--- config.mk ---
export PLATFORM = sky130hd
export DESIGN_NAME = pipeline_hazard_ctrl
export DESIGN_NICKNAME = d
export VERILOG_FILES = /design/src/rtl/pipeline_hazard_ctrl_pkg.sv /design/src/rtl/pipeline_hazard_ctrl_hazard_detect.sv /design/src/rtl/pipeline_hazard_ctrl.sv
export SDC_FILE = /design/constraint.sdc
export NUM_CORES = 1
export LEC_CHECK = 0
export CAP_MARGIN = 20
export CORE_MARGIN = 10
export CORE_UTILIZATION = 44
export CTS_CLUSTER_DIAMETER = 150
export DETAILED_ROUTE_END_ITERATION = 12
export GPL_TIMING_DRIVEN = 1
export HOLD_SLACK_MARGIN = 0.05
export PLACE_DENSITY = 0.77
export REMOVE_ABC_BUFFERS = 1
export SETUP_SLACK_MARGIN = 0.2
export SYNTH_ARGS = -nofsm -noshare
export SYNTH_HDL_FRONTEND = slang
export SYNTH_SLANG_ARGS = --single-unit
--- constraint.sdc ---
create_clock -name clk -period 2.5 [get_ports clk]
set_input_delay 0.5 -clock clk [delete_from_list [all_inputs] [get_ports clk]]
set_output_delay 0.5 -clock clk [all_outputs]
set_load 0.02 [all_outputs]
--- src/rtl/pipeline_hazard_ctrl_pkg.sv ---
// rtl/pipeline_hazard_ctrl_pkg.sv - shared types and constants for the pipeline sequencing logic
package pipeline_pkg;

  // Sequencer states: normal flow, or EX held by a multi-cycle mul/div
  typedef enum logic {
    RUN     = 1'b0,
    MD_BUSY = 1'b1
  } state_e;

  // Architectural zero register; writes to it never create a dependency
  localparam logic [4:0] REG_ZERO = 5'd0;

  // Control bundle carried by latch_id_ex; NOP is the all-zero bubble
  typedef struct packed {
    logic       reg_write;
    logic       mem_to_reg;
    logic       mem_read;
    logic       mem_write;
    logic       branch;
    logic       alu_src;
    logic [1:0] alu_op;
  } id_ex_ctrl_t;

  localparam id_ex_ctrl_t NOP = '0;

endpackage

--- src/rtl/pipeline_hazard_ctrl_hazard_detect.sv ---
// rtl/pipeline_hazard_ctrl_hazard_detect.sv - combinational load-use dependency compare
module hazard_detect
  import pipeline_pkg::*;
(
  input  logic       ex_mem_to_reg,
  input  logic [4:0] ex_wr_reg,
  input  logic [4:0] id_rs,
  input  logic [4:0] id_rt,
  input  logic       id_use_rs,
  input  logic       id_use_rt,
  output logic       load_use
);

  // A load in EX feeds a register the ID instruction actually reads; $0 never counts
  always_comb begin
    load_use = ex_mem_to_reg && (ex_wr_reg != REG_ZERO) &&
               ((id_use_rs && (id_rs == ex_wr_reg)) ||
                (id_use_rt && (id_rt == ex_wr_reg)));
  end

endmodule

--- src/rtl/pipeline_hazard_ctrl.sv ---
// rtl/pipeline_hazard_ctrl.sv - stall/flush sequencer for the IF/ID and ID/EX registers
module pipeline_hazard_ctrl
  import pipeline_pkg::*;
#(
  parameter int MULDIV_LAT = 4,
  parameter int CNT_W      = 16
) (
  input  logic             clk,
  input  logic             rst,
  input  logic             ext_stall,
  input  logic [4:0]       id_rs,
  input  logic [4:0]       id_rt,
  input  logic             id_use_rs,
  input  logic             id_use_rt,
  input  logic             id_muldiv,
  input  logic             ex_mem_to_reg,
  input  logic [4:0]       ex_wr_reg,
  input  logic             ex_branch_taken,
  output logic             pc_en,
  output logic             if_id_en,
  output logic             if_id_flush,
  output logic             id_ex_en,
  output logic             id_ex_flush,
  output logic             busy,
  output logic [CNT_W-1:0] stall_cnt
);

  localparam logic [3:0] MD_INIT = 4'(MULDIV_LAT - 1);

  state_e             state_q, state_d;
  logic [3:0]         md_cnt_q, md_cnt_d;
  logic [CNT_W-1:0]   stall_cnt_q, stall_cnt_d;
  logic               load_use;

  hazard_detect u_hazard_detect (
    .ex_mem_to_reg (ex_mem_to_reg),
    .ex_wr_reg     (ex_wr_reg),
    .id_rs         (id_rs),
    .id_rt         (id_rt),
    .id_use_rs     (id_use_rs),
    .id_use_rt     (id_use_rt),
    .load_use      (load_use)
  );

  // Pipeline controls and next state; reset low forces every control inactive
  always_comb begin
    pc_en       = 1'b0;
    if_id_en    = 1'b0;
    if_id_flush = 1'b0;
    id_ex_en    = 1'b0;
    id_ex_flush = 1'b0;
    state_d     = state_q;
    md_cnt_d    = md_cnt_q;
    if (rst) begin
      unique case (state_q)
        RUN: begin
          if (ext_stall) begin
            // whole front end frozen
          end else if (ex_branch_taken) begin
            // the branch kills both younger instructions, including any mul/div in ID
            pc_en       = 1'b1;
            if_id_en    = 1'b1;
            id_ex_en    = 1'b1;
            if_id_flush = 1'b1;
            id_ex_flush = 1'b1;
          end else if (load_use) begin
            // hold IF/ID and PC, push one bubble into EX
            id_ex_en    = 1'b1;
            id_ex_flush = 1'b1;
          end else begin
            pc_en    = 1'b1;
            if_id_en = 1'b1;
            id_ex_en = 1'b1;
            if (id_muldiv) begin
              state_d  = MD_BUSY;
              md_cnt_d = MD_INIT;
            end
          end
        end
        MD_BUSY: begin
          if (!ext_stall) begin
            md_cnt_d = md_cnt_q - 4'd1;
            if (md_cnt_q == 4'd1) begin
              state_d = RUN;
            end
          end
        end
        default: state_d = RUN;
      endcase
    end
  end

  // Stall counter sticks at all-ones so long runs stay visibly pegged
  always_comb begin
    stall_cnt_d = stall_cnt_q;
    if (!pc_en && (stall_cnt_q != {CNT_W{1'b1}})) begin
      stall_cnt_d = stall_cnt_q + 1'b1;
    end
  end

  // Sequencer state, mul/div occupancy counter and stall counter
  always_ff @(posedge clk or negedge rst) begin
    if (!rst) begin
      state_q     <= RUN;
      md_cnt_q    <= 4'd0;
      stall_cnt_q <= '0;
    end else begin
      state_q     <= state_d;
      md_cnt_q    <= md_cnt_d;
      stall_cnt_q <= stall_cnt_d;
    end
  end

  assign busy      = rst && (state_q == MD_BUSY);
  assign stall_cnt = stall_cnt_q;

endmodule

==> impl_metrics.prom, run 1 <==
# TYPE chip_impl_metric gauge
chip_impl_metric{name="detailedPlace.worstSlack",unit="ns"} -0.5785
chip_impl_metric{name="internal-power",unit="uW"} 731.9
chip_impl_info{name="worstSetupPathType",value="input pin to output port"} 1
chip_impl_metric{name="dr.first_iter.drc_count",unit=""} 64
chip_impl_metric{name="clk_transition_reported_paths",unit="ns"} 0.12
chip_impl_metric{name="rows",unit=""} 19
chip_impl_metric{name="num_vias",unit=""} 1092
chip_impl_metric{name="hold_violations",unit=""} 0
chip_impl_metric{name="grt_first_pass_wirelength",unit="mm"} 5.278
chip_impl_metric{name="route.antenna.remaining_nets",unit=""} 0
chip_impl_metric{name="clock_sink_count",unit=""} 21
chip_impl_metric{name="h-tree-depth",unit=""} 1
chip_impl_metric{name="power_switching_share",unit="%"} 36.08
chip_impl_metric{name="vdd.ir_drop.worst",unit="V"} 0.0006443
chip_impl_metric{name="areaGrowthSynthToFinish",unit="%"} 53.02
chip_impl_metric{name="hold_buffers",unit=""} 0
chip_impl_metric{name="width_of_the_chip",unit="um"} 73.11
chip_impl_info{name="root_buffer",value="sky130_fd_sc_hd__clkbuf_4"} 1
chip_impl_info{name="worstSetupStartpoint",value="id_rs[3]"} 1
chip_impl_metric{name="synth_async_sr_flop_share",unit="%"} 100.0
chip_impl_metric{name="total_track_usage",unit="%"} 12.07
chip_impl_metric{name="post_synth.cell_area_avg",unit="um2"} 10.17
chip_impl_metric{name="timing.hold.ws",unit="ns"} 0.2890
chip_impl_metric{name="antenna_cells",unit=""} 0
chip_impl_metric{name="final_setup_violations",unit=""} 0
chip_impl_metric{name="synth.distinct_cells",unit=""} 38
chip_impl_metric{name="drc",unit=""} 0
chip_impl_metric{name="post_synth_inst_count",unit=""} 122
chip_impl_info{name="run_status",value="finished clean"} 1
chip_impl_metric{name="clock_tree.buffer_depth",unit=""} 2
chip_impl_metric{name="detailedRoute.firstPassIterationCount",unit=""} 4
chip_impl_info{name="worstHoldPathType",value="input pin to asynchronous set/reset pin"} 1
chip_impl_metric{name="yosysSeqAreaShare",unit="%"} 42.34
chip_impl_metric{name="first_global_vias",unit=""} 1231
chip_impl_metric{name="final_critical_path_setup_slack",unit="ns"} 0.2225
chip_impl_metric{name="worst-path-max-fanout",unit=""} 3
chip_impl_metric{name="maxCapViolCount",unit=""} 0
chip_impl_metric{name="synth-seq-cells",unit=""} 21
chip_impl_metric{name="ioPinCount",unit=""} 45
chip_impl_metric{name="power_density",unit="mW/mm2"} 602.9
chip_impl_metric{name="tritoncts.num_buffers",unit=""} 3
chip_impl_metric{name="yosys_warnings",unit=""} 0
chip_impl_metric{name="die_height",unit="um"} 73.11
chip_impl_metric{name="coreArea",unit="mm2"} 0.002734
chip_impl_info{name="worst_r2r_endpoint",value="stall_cnt[1]"} 1
chip_impl_info{name="cp-start-kind",value="input pin"} 1
chip_impl_metric{name="power_switching",unit="uW"} 413.1
chip_impl_metric{name="worst-r2r-setup-slack",unit="ns"} 0.72
chip_impl_metric{name="clkPwrFrac",unit="%"} 14.5
chip_impl_metric{name="min_period",unit="ns"} 2.277
chip_impl_metric{name="final_min_period_over_clock_period",unit="%"} 91.10
chip_impl_metric{name="place.gp.congestion",unit=""} 0.7641
chip_impl_metric{name="synth_enable_flop_cells",unit=""} 0
chip_impl_info{name="critical_path.reg2reg.startpoint",value="stall_cnt[0]"} 1
chip_impl_info{name="worst_setup_path_endpoint",value="if_id_en"} 1
chip_impl_metric{name="maxSlewViolCount",unit=""} 0
chip_impl_metric{name="grt_overflow",unit=""} 0
chip_impl_metric{name="layout-drive-gt1-share",unit="%"} 24.43
chip_impl_metric{name="floorplan.initialDensity",unit="%"} 45.40
chip_impl_metric{name="wire_per_inst",unit="um"} 15.68
chip_impl_metric{name="dp_hpwl",unit="mm"} 2.462
chip_impl_metric{name="number_of_vias_per_cell_after_detailed_routing",unit=""} 5.275
chip_impl_metric{name="power.share.combinational",unit="%"} 42.8
chip_impl_metric{name="routed_wl",unit="mm"} 3.246
chip_impl_metric{name="grt_max_degree",unit=""} 23
chip_impl_metric{name="worst_clock_skew",unit="ns"} 0.007297
chip_impl_info{name="crit_path_end_kind",value="output port"} 1
chip_impl_info{name="synth_flop_cell",value="sky130_fd_sc_hd__dfrtp_1"} 1
chip_impl_metric{name="post_synth_instance_area",unit="mm2"} 0.001241
chip_impl_metric{name="timing.critical_path.required",unit="ns"} 2.00
chip_impl_metric{name="arrival",unit="ns"} 1.78
chip_impl_metric{name="grt_antenna_before_repair",unit=""} 0
chip_impl_metric{name="worst_pin_slew",unit="ns"} 0.5644
chip_impl_metric{name="design.final.nets",unit=""} 203
chip_impl_metric{name="slew_headroom",unit="%"} 62.29
chip_impl_metric{name="clk_latency",unit="ns"} 0.30
chip_impl_metric{name="depth_of_the_most_critical_reg_to_reg_path",unit=""} 7
chip_impl_metric{name="port_buffers",unit=""} 44
chip_impl_info{name="cts_tree",value="yes"} 1
chip_impl_metric{name="design.die.area",unit="mm2"} 0.005345
chip_impl_metric{name="reg_power_share",unit="%"} 42.7
chip_impl_metric{name="fin_tns_setup",unit="ns"} 0
chip_impl_metric{name="max_freq",unit="MHz"} 439.1
chip_impl_info{name="grt_setup_unrepaired",value="false"} 1
chip_impl_metric{name="power.leakage",unit="nW"} 0.8103
## layer usage
layer  global-route usage [%]  share of wire (%)  up-vias
met1                    12.73                 41      509
met4                    5.063                1.3        0
met3                    5.442                 10        4
met2                    20.25                 48       43
met5                        0                  0        -
li1                         -                  -      536
## area by class of cell
cell class / instances / area (um2)
Multi-Input combinational cell: 91 / 788.3
Inverter: 7 / 26.28
Timing Repair Buffer: 53 / 494.2
Clock buffer: 4 / 26.28
Tap cell: 31 / 38.79
Fill cell: 219 / 834.6
Sequential cell: 21 / 525.5
## worst max-delay path: stages
cell and delay (ns):
sky130_fd_sc_hd__clkdlybuf4s15_1 0.19, sky130_fd_sc_hd__xor2_1 0.19, sky130_fd_sc_hd__nor4_4 0.32, sky130_fd_sc_hd__a32oi_4 0.10
sky130_fd_sc_hd__o31ai_4 0.27, sky130_fd_sc_hd__inv_2 0.07, sky130_fd_sc_hd__buf_6 0.13
## cells in the mapped netlist, types with 2 or more instances
| cell type | instances | share of area [%] |
|---|---|---|
| sky130_fd_sc_hd__nor2_1 | 6 | 1.8 |
| sky130_fd_sc_hd__o22ai_1 | 2 | 1.0 |
| sky130_fd_sc_hd__and2_1 | 3 | 1.5 |
| sky130_fd_sc_hd__nand2_1 | 7 | 2.1 |
| sky130_fd_sc_hd__dfrtp_1 | 21 | 42 |
| sky130_fd_sc_hd__inv_1 | 7 | 2.1 |
| sky130_fd_sc_hd__nor3_1 | 2 | 0.81 |
| sky130_fd_sc_hd__xor2_1 | 8 | 5.6 |
| sky130_fd_sc_hd__nand4b_1 | 2 | 1.4 |
| sky130_fd_sc_hd__a21oi_1 | 2 | 0.81 |
| sky130_fd_sc_hd__nand3_1 | 7 | 2.8 |
| sky130_fd_sc_hd__and3_1 | 4 | 2.0 |
| sky130_fd_sc_hd__mux2_2 | 2 | 1.8 |
| sky130_fd_sc_hd__nor4_1 | 2 | 1.0 |
| sky130_fd_sc_hd__ha_1 | 3 | 3.0 |
| sky130_fd_sc_hd__xnor2_1 | 15 | 11 |
| sky130_fd_sc_hd__nand4_1 | 8 | 4.0 |
## placed cells by master (no fill, tap or decap), types with 4 or more instances in the layout
| cell type | Yosys | final |
|---|---|---|
| sky130_fd_sc_hd__nor2_1 | 6 | 6 |
| sky130_fd_sc_hd__nand3_1 | 7 | 7 |
| sky130_fd_sc_hd__nand2_1 | 7 | 7 |
| sky130_fd_sc_hd__xor2_1 | 8 | 4 |
| sky130_fd_sc_hd__xnor2_1 | 15 | 14 |
| sky130_fd_sc_hd__dlygate4sd2_1 | 0 | 5 |
| sky130_fd_sc_hd__nand4_1 | 8 | 8 |
| sky130_fd_sc_hd__clkdlybuf4s50_1 | 0 | 22 |
| sky130_fd_sc_hd__and3_1 | 4 | 4 |
| sky130_fd_sc_hd__buf_6 | 1 | 5 |
| sky130_fd_sc_hd__clkdlybuf4s15_1 | 0 | 5 |
| sky130_fd_sc_hd__inv_1 | 7 | 6 |
| sky130_fd_sc_hd__dfrtp_1 | 21 | 21 |
| sky130_fd_sc_hd__buf_4 | 1 | 7 |
| sky130_fd_sc_hd__buf_2 | 0 | 4 |
## how the worst min path moves through the flow
stage	start	to	slack, ns	cells after the start
3_5_place_dp	stall_cnt[10]	stall_cnt[10]	0.50	1
5_1_grt	rst	stall_cnt[0]	0.29	2
4_1_cts	rst	stall_cnt[0]	0.29	2
2_1_floorplan	rst	md_cnt_q[0]	0.20	0
6_report	rst	stall_cnt[0]	0.29	2
3_3_place_gp	stall_cnt[5]	stall_cnt[5]	0.48	1
## sequential cells by signal (all words and copies together), names as in the netlist
register	cells
stall_cnt	16
state_q	1
md_cnt_q	4
## power groups by stage
stage | clock network, mW | logic, mW | registers, mW
after floorplan | 0 | 0.196 | 0.551
after global placement | 0 | 0.458 | 0.490
after detailed placement | 0 | 0.475 | 0.495
after CTS | 0.171 | 0.479 | 0.488
after global routing | 0.183 | 0.534 | 0.502
final | 0.166 | 0.491 | 0.489
## timing repair
| action | in CTS | in global routing |
|---|---|---|
| endpoints found under the setup margin | 11 | 5 |
| setup buffers | 2 | 1 |
| pin swaps | 12 | 10 |
| resized for setup | 68 | 22 |
## metrics by stage
| stage | cell area (um2) | power [mW] | util (%) | instances |
|---|---|---|---|---|
| 5_1_grt | 1899 | 1.220 | 69.47 | 207 |
| 3_5_place_dp | 1743 | 0.9697 | 63.75 | 200 |
| 2_1_floorplan | 1219 | 0.7473 | - | 119 |
| 6_report | 1899 | 1.145 | 69.47 | 207 |
| 3_3_place_gp | 1743 | 0.9480 | 63.75 | 200 |
| 4_1_cts | 1814 | 1.138 | 66.36 | 206 |
## cells by family after synthesis
logic type,Yosys count,share of synthesized area [%]
AOI/OAI and AO/OA,13,8.670
DFF,21,42.34
muxes,4,3.830
and+or+nand+nor,48,21.98
xor gates and xnor gates,23,16.23
adders and majority gates,3,3.025
buffers and inverters,10,3.932
(Power assumes the default switching activity.)
==> inputs of run 2 (changes only) <==
SKIP_CTS_REPAIR_TIMING = 1   (was default)
==> run 2 against run 1 <==
Effect of this change:
- total power down 0.47%
- die area unchanged
- sequential cell count unchanged
- utilization down 0.92 points
- sequential share of layout area up 0.37 points
- final cell count down 1.4%
- non-clock buffer count down 3
- largest cell class unchanged
- highest routed layer unchanged
==> impl_metrics.prom, run 2 (synthesized netlist as in run 1, its figures left out) <==
# TYPE chip_impl_metric gauge
chip_impl_metric{name="coreArea",unit="mm2"} 0.002734
chip_impl_metric{name="first_global_vias",unit=""} 1219
chip_impl_metric{name="internal-power",unit="uW"} 729.2
chip_impl_metric{name="postLayoutCoreUtil",unit="%"} 68.56
chip_impl_metric{name="dp_hpwl",unit="mm"} 2.462
chip_impl_metric{name="port_buffers",unit=""} 44
chip_impl_metric{name="floorplan.initialDensity",unit="%"} 45.40
chip_impl_metric{name="drc",unit=""} 0
chip_impl_info{name="critical_path.reg2reg.startpoint",value="stall_cnt[0]"} 1
chip_impl_info{name="crit_path_end_kind",value="output port"} 1
chip_impl_metric{name="grt_first_pass_wirelength",unit="mm"} 5.140
chip_impl_metric{name="min_period",unit="ns"} 2.274
chip_impl_metric{name="power_switching_share",unit="%"} 36.02
chip_impl_metric{name="clk_latency",unit="ns"} 0.30
chip_impl_info{name="critPathSlowestCell",value="sky130_fd_sc_hd__or4_4"} 1
chip_impl_info{name="cts_tree",value="yes"} 1
chip_impl_metric{name="maxSlewViolCount",unit=""} 0
chip_impl_metric{name="final_setup_violations",unit=""} 0
chip_impl_metric{name="clkPwrFrac",unit="%"} 14.5
chip_impl_metric{name="dr.first_iter.drc_count",unit=""} 51
chip_impl_metric{name="count_of_placed_standard_cells_in_the_final_layout_fillers_left_out",unit=""} 204
chip_impl_metric{name="die_height",unit="um"} 73.11
chip_impl_metric{name="width_of_the_chip",unit="um"} 73.11
chip_impl_metric{name="slew_headroom",unit="%"} 62.12
chip_impl_metric{name="num_vias",unit=""} 1089
chip_impl_info{name="worst_setup_path_endpoint",value="id_ex_flush"} 1
chip_impl_metric{name="maxCapViolCount",unit=""} 0
chip_impl_metric{name="power_density",unit="mW/mm2"} 608.1
chip_impl_metric{name="h-tree-depth",unit=""} 1
chip_impl_info{name="run_status",value="finished clean"} 1
chip_impl_metric{name="final_critical_path_setup_slack",unit="ns"} 0.2262
chip_impl_info{name="worstSetupStartpoint",value="ex_wr_reg[3]"} 1
chip_impl_metric{name="crit_buf_inv",unit=""} 2
chip_impl_metric{name="placedCellCount",unit=""} 200
chip_impl_metric{name="wire_per_inst",unit="um"} 15.85
chip_impl_metric{name="timing.hold.ws",unit="ns"} 0.1839
chip_impl_info{name="final_cell_mix",value="sky130_fd_sc_hd__clkdlybuf4s50_1 (22), sky130_fd_sc_hd__dfrtp_1 (21), sky130_fd_sc_hd__xnor2_1 (14), sky130_fd_sc_hd__dlymetal6s2s_1 (12), sky130_fd_sc_hd__nand4_1 (8)"} 1
chip_impl_metric{name="hold_violations",unit=""} 0
chip_impl_metric{name="power.share.combinational",unit="%"} 42.6
chip_impl_info{name="worstHoldPathType",value="input pin to asynchronous set/reset pin"} 1
chip_impl_info{name="worstSetupPathType",value="input pin to output port"} 1
chip_impl_metric{name="largest_register_ff_count",unit=""} 16
chip_impl_metric{name="route.antenna.remaining_nets",unit=""} 0
chip_impl_info{name="grt_setup_unrepaired",value="false"} 1
chip_impl_info{name="worst_r2r_endpoint",value="stall_cnt[9]"} 1
chip_impl_metric{name="grt_overflow",unit=""} 0
chip_impl_metric{name="antenna_cells",unit=""} 0
chip_impl_info{name="cp-start-kind",value="input pin"} 1
chip_impl_metric{name="clk_transition_reported_paths",unit="ns"} 0.12
chip_impl_metric{name="grt_max_degree",unit=""} 23
chip_impl_metric{name="detailedPlace.worstSlack",unit="ns"} -0.5785
chip_impl_metric{name="layout-drive-gt1-share",unit="%"} 21.39
chip_impl_metric{name="routed_wl",unit="mm"} 3.234
chip_impl_metric{name="timing.critical_path.required",unit="ns"} 2.00
chip_impl_metric{name="worst_pin_slew",unit="ns"} 0.5670
chip_impl_metric{name="grt_antenna_before_repair",unit=""} 0
chip_impl_info{name="layout_commonest_cell",value="sky130_fd_sc_hd__clkdlybuf4s50_1"} 1
chip_impl_info{name="critical_path.cell_chain",value="clkbuf_2 -> or4_4 -> o21ai_4 -> nor2_1 -> o21a_1 -> buf_6"} 1
chip_impl_metric{name="routed-wl-met2",unit="mm"} 1.509
chip_impl_metric{name="arrival",unit="ns"} 1.77
chip_impl_metric{name="max_freq",unit="MHz"} 439.8
chip_impl_metric{name="worst-r2r-setup-slack",unit="ns"} 0.72
chip_impl_metric{name="power_switching",unit="uW"} 410.5
chip_impl_metric{name="rows",unit=""} 19
chip_impl_metric{name="vdd.ir_drop.worst",unit="V"} 0.0006474
chip_impl_metric{name="final_min_period_over_clock_period",unit="%"} 90.95
chip_impl_metric{name="tritoncts.num_buffers",unit=""} 3
chip_impl_metric{name="place.gp.congestion",unit=""} 0.7641
chip_impl_metric{name="design.final.nets",unit=""} 200
chip_impl_metric{name="ioPinCount",unit=""} 45
chip_impl_metric{name="clock_tree.buffer_depth",unit=""} 2
chip_impl_metric{name="worstSetupPathDepth",unit=""} 6
chip_impl_metric{name="depth_of_the_most_critical_reg_to_reg_path",unit=""} 8
chip_impl_metric{name="worst_clock_skew",unit="ns"} 0.008480
chip_impl_info{name="root_buffer",value="sky130_fd_sc_hd__clkbuf_4"} 1
chip_impl_metric{name="worst-path-max-fanout",unit=""} 3
chip_impl_metric{name="total_track_usage",unit="%"} 11.66
chip_impl_metric{name="detailedRoute.firstPassIterationCount",unit=""} 4
chip_impl_metric{name="power.leakage",unit="nW"} 0.8953
chip_impl_metric{name="design.die.area",unit="mm2"} 0.005345
chip_impl_metric{name="reg_power_share",unit="%"} 42.9
chip_impl_metric{name="cpPeakStageDelay",unit="ns"} 0.57
chip_impl_info{name="maxUsedRoutingLayer",value="met4"} 1
chip_impl_metric{name="wirelength_met1",unit="mm"} 1.359
chip_impl_metric{name="clock_sink_count",unit=""} 21
chip_impl_info{name="worst_path_dominant_cell_family",value="simple AND/OR/NAND/NOR gates"} 1
chip_impl_metric{name="routed-wl-met3",unit="um"} 314
chip_impl_metric{name="number_of_vias_per_cell_after_detailed_routing",unit=""} 5.338
chip_impl_metric{name="areaGrowthSynthToFinish",unit="%"} 51.01
## run 2: cell count changes in the layout (fill, tap and decap cells not counted), sizes merged
cell and delta:
buf -9, clkbuf +5, dlygate4sd2 -5, dlymetal6s2s +12, clkdlybuf4s15 -6
## run 2: worst reg2reg max path, cell delays in order (launching register included)
cell and delay [ns]:
sky130_fd_sc_hd__dfrtp_1 0.44, sky130_fd_sc_hd__ha_1 0.22, sky130_fd_sc_hd__and2_1 0.18, sky130_fd_sc_hd__nand2_1 0.09, sky130_fd_sc_hd__nor3_1 0.05, sky130_fd_sc_hd__nand2_1 0.20
sky130_fd_sc_hd__buf_4 0.19, sky130_fd_sc_hd__nand4b_1 0.12, sky130_fd_sc_hd__xnor2_1 0.16
## run 2: power by group through the flow
| stage | Sequential (mW) | Clock (mW) | Combinational (mW) |
|---|---|---|---|
| 4_1_cts | 0.488 | 0.171 | 0.475 |
| 3_3_place_gp | 0.490 | 0 | 0.458 |
| 2_1_floorplan | 0.551 | 0 | 0.196 |
| 3_5_place_dp | 0.495 | 0 | 0.475 |
| 5_1_grt | 0.503 | 0.184 | 0.528 |
| 6_report | 0.489 | 0.165 | 0.485 |
## run 2: per-stage QoR
stage | area, um2 | TNS [ns] | total power, mW
floorplan | 1219 | 0 | 0.7473
global placement | 1743 | -2.751 | 0.9480
detailed placement | 1743 | -4.191 | 0.9697
CTS | 1769 | -2.234 | 1.134
global route | 1874 | 0 | 1.215
finish | 1874 | 0 | 1.140
## run 2: area by class of cell
cell class | count | area, um2
inverter | 7 | 26.28
tap | 31 | 38.79
clock buffer | 4 | 26.28
fill | 225 | 859.6
timing repair buffer | 50 | 499.2
multi-input combinational | 91 | 758.2
sequential | 21 | 525.5
## run 2: routing by layer
metal,vias to the layer above,track usage (%)
li1,532,-
met2,42,19.29
met5,-,0
met1,510,12.25
met4,0,5.063
met3,5,5.578
## run 2: how the worst min path moves through the flow
| stage | to | slack, ns | cells after the start |
|---|---|---|---|
| 2_1_floorplan | md_cnt_q[0] | 0.20 | 0 |
| 3_5_place_dp | stall_cnt[10] | 0.50 | 1 |
| 3_3_place_gp | stall_cnt[5] | 0.48 | 1 |
| 6_report | stall_cnt[1] | 0.18 | 2 |
| 4_1_cts | stall_cnt[5] | 0.52 | 1 |
| 5_1_grt | stall_cnt[0] | 0.19 | 2 |
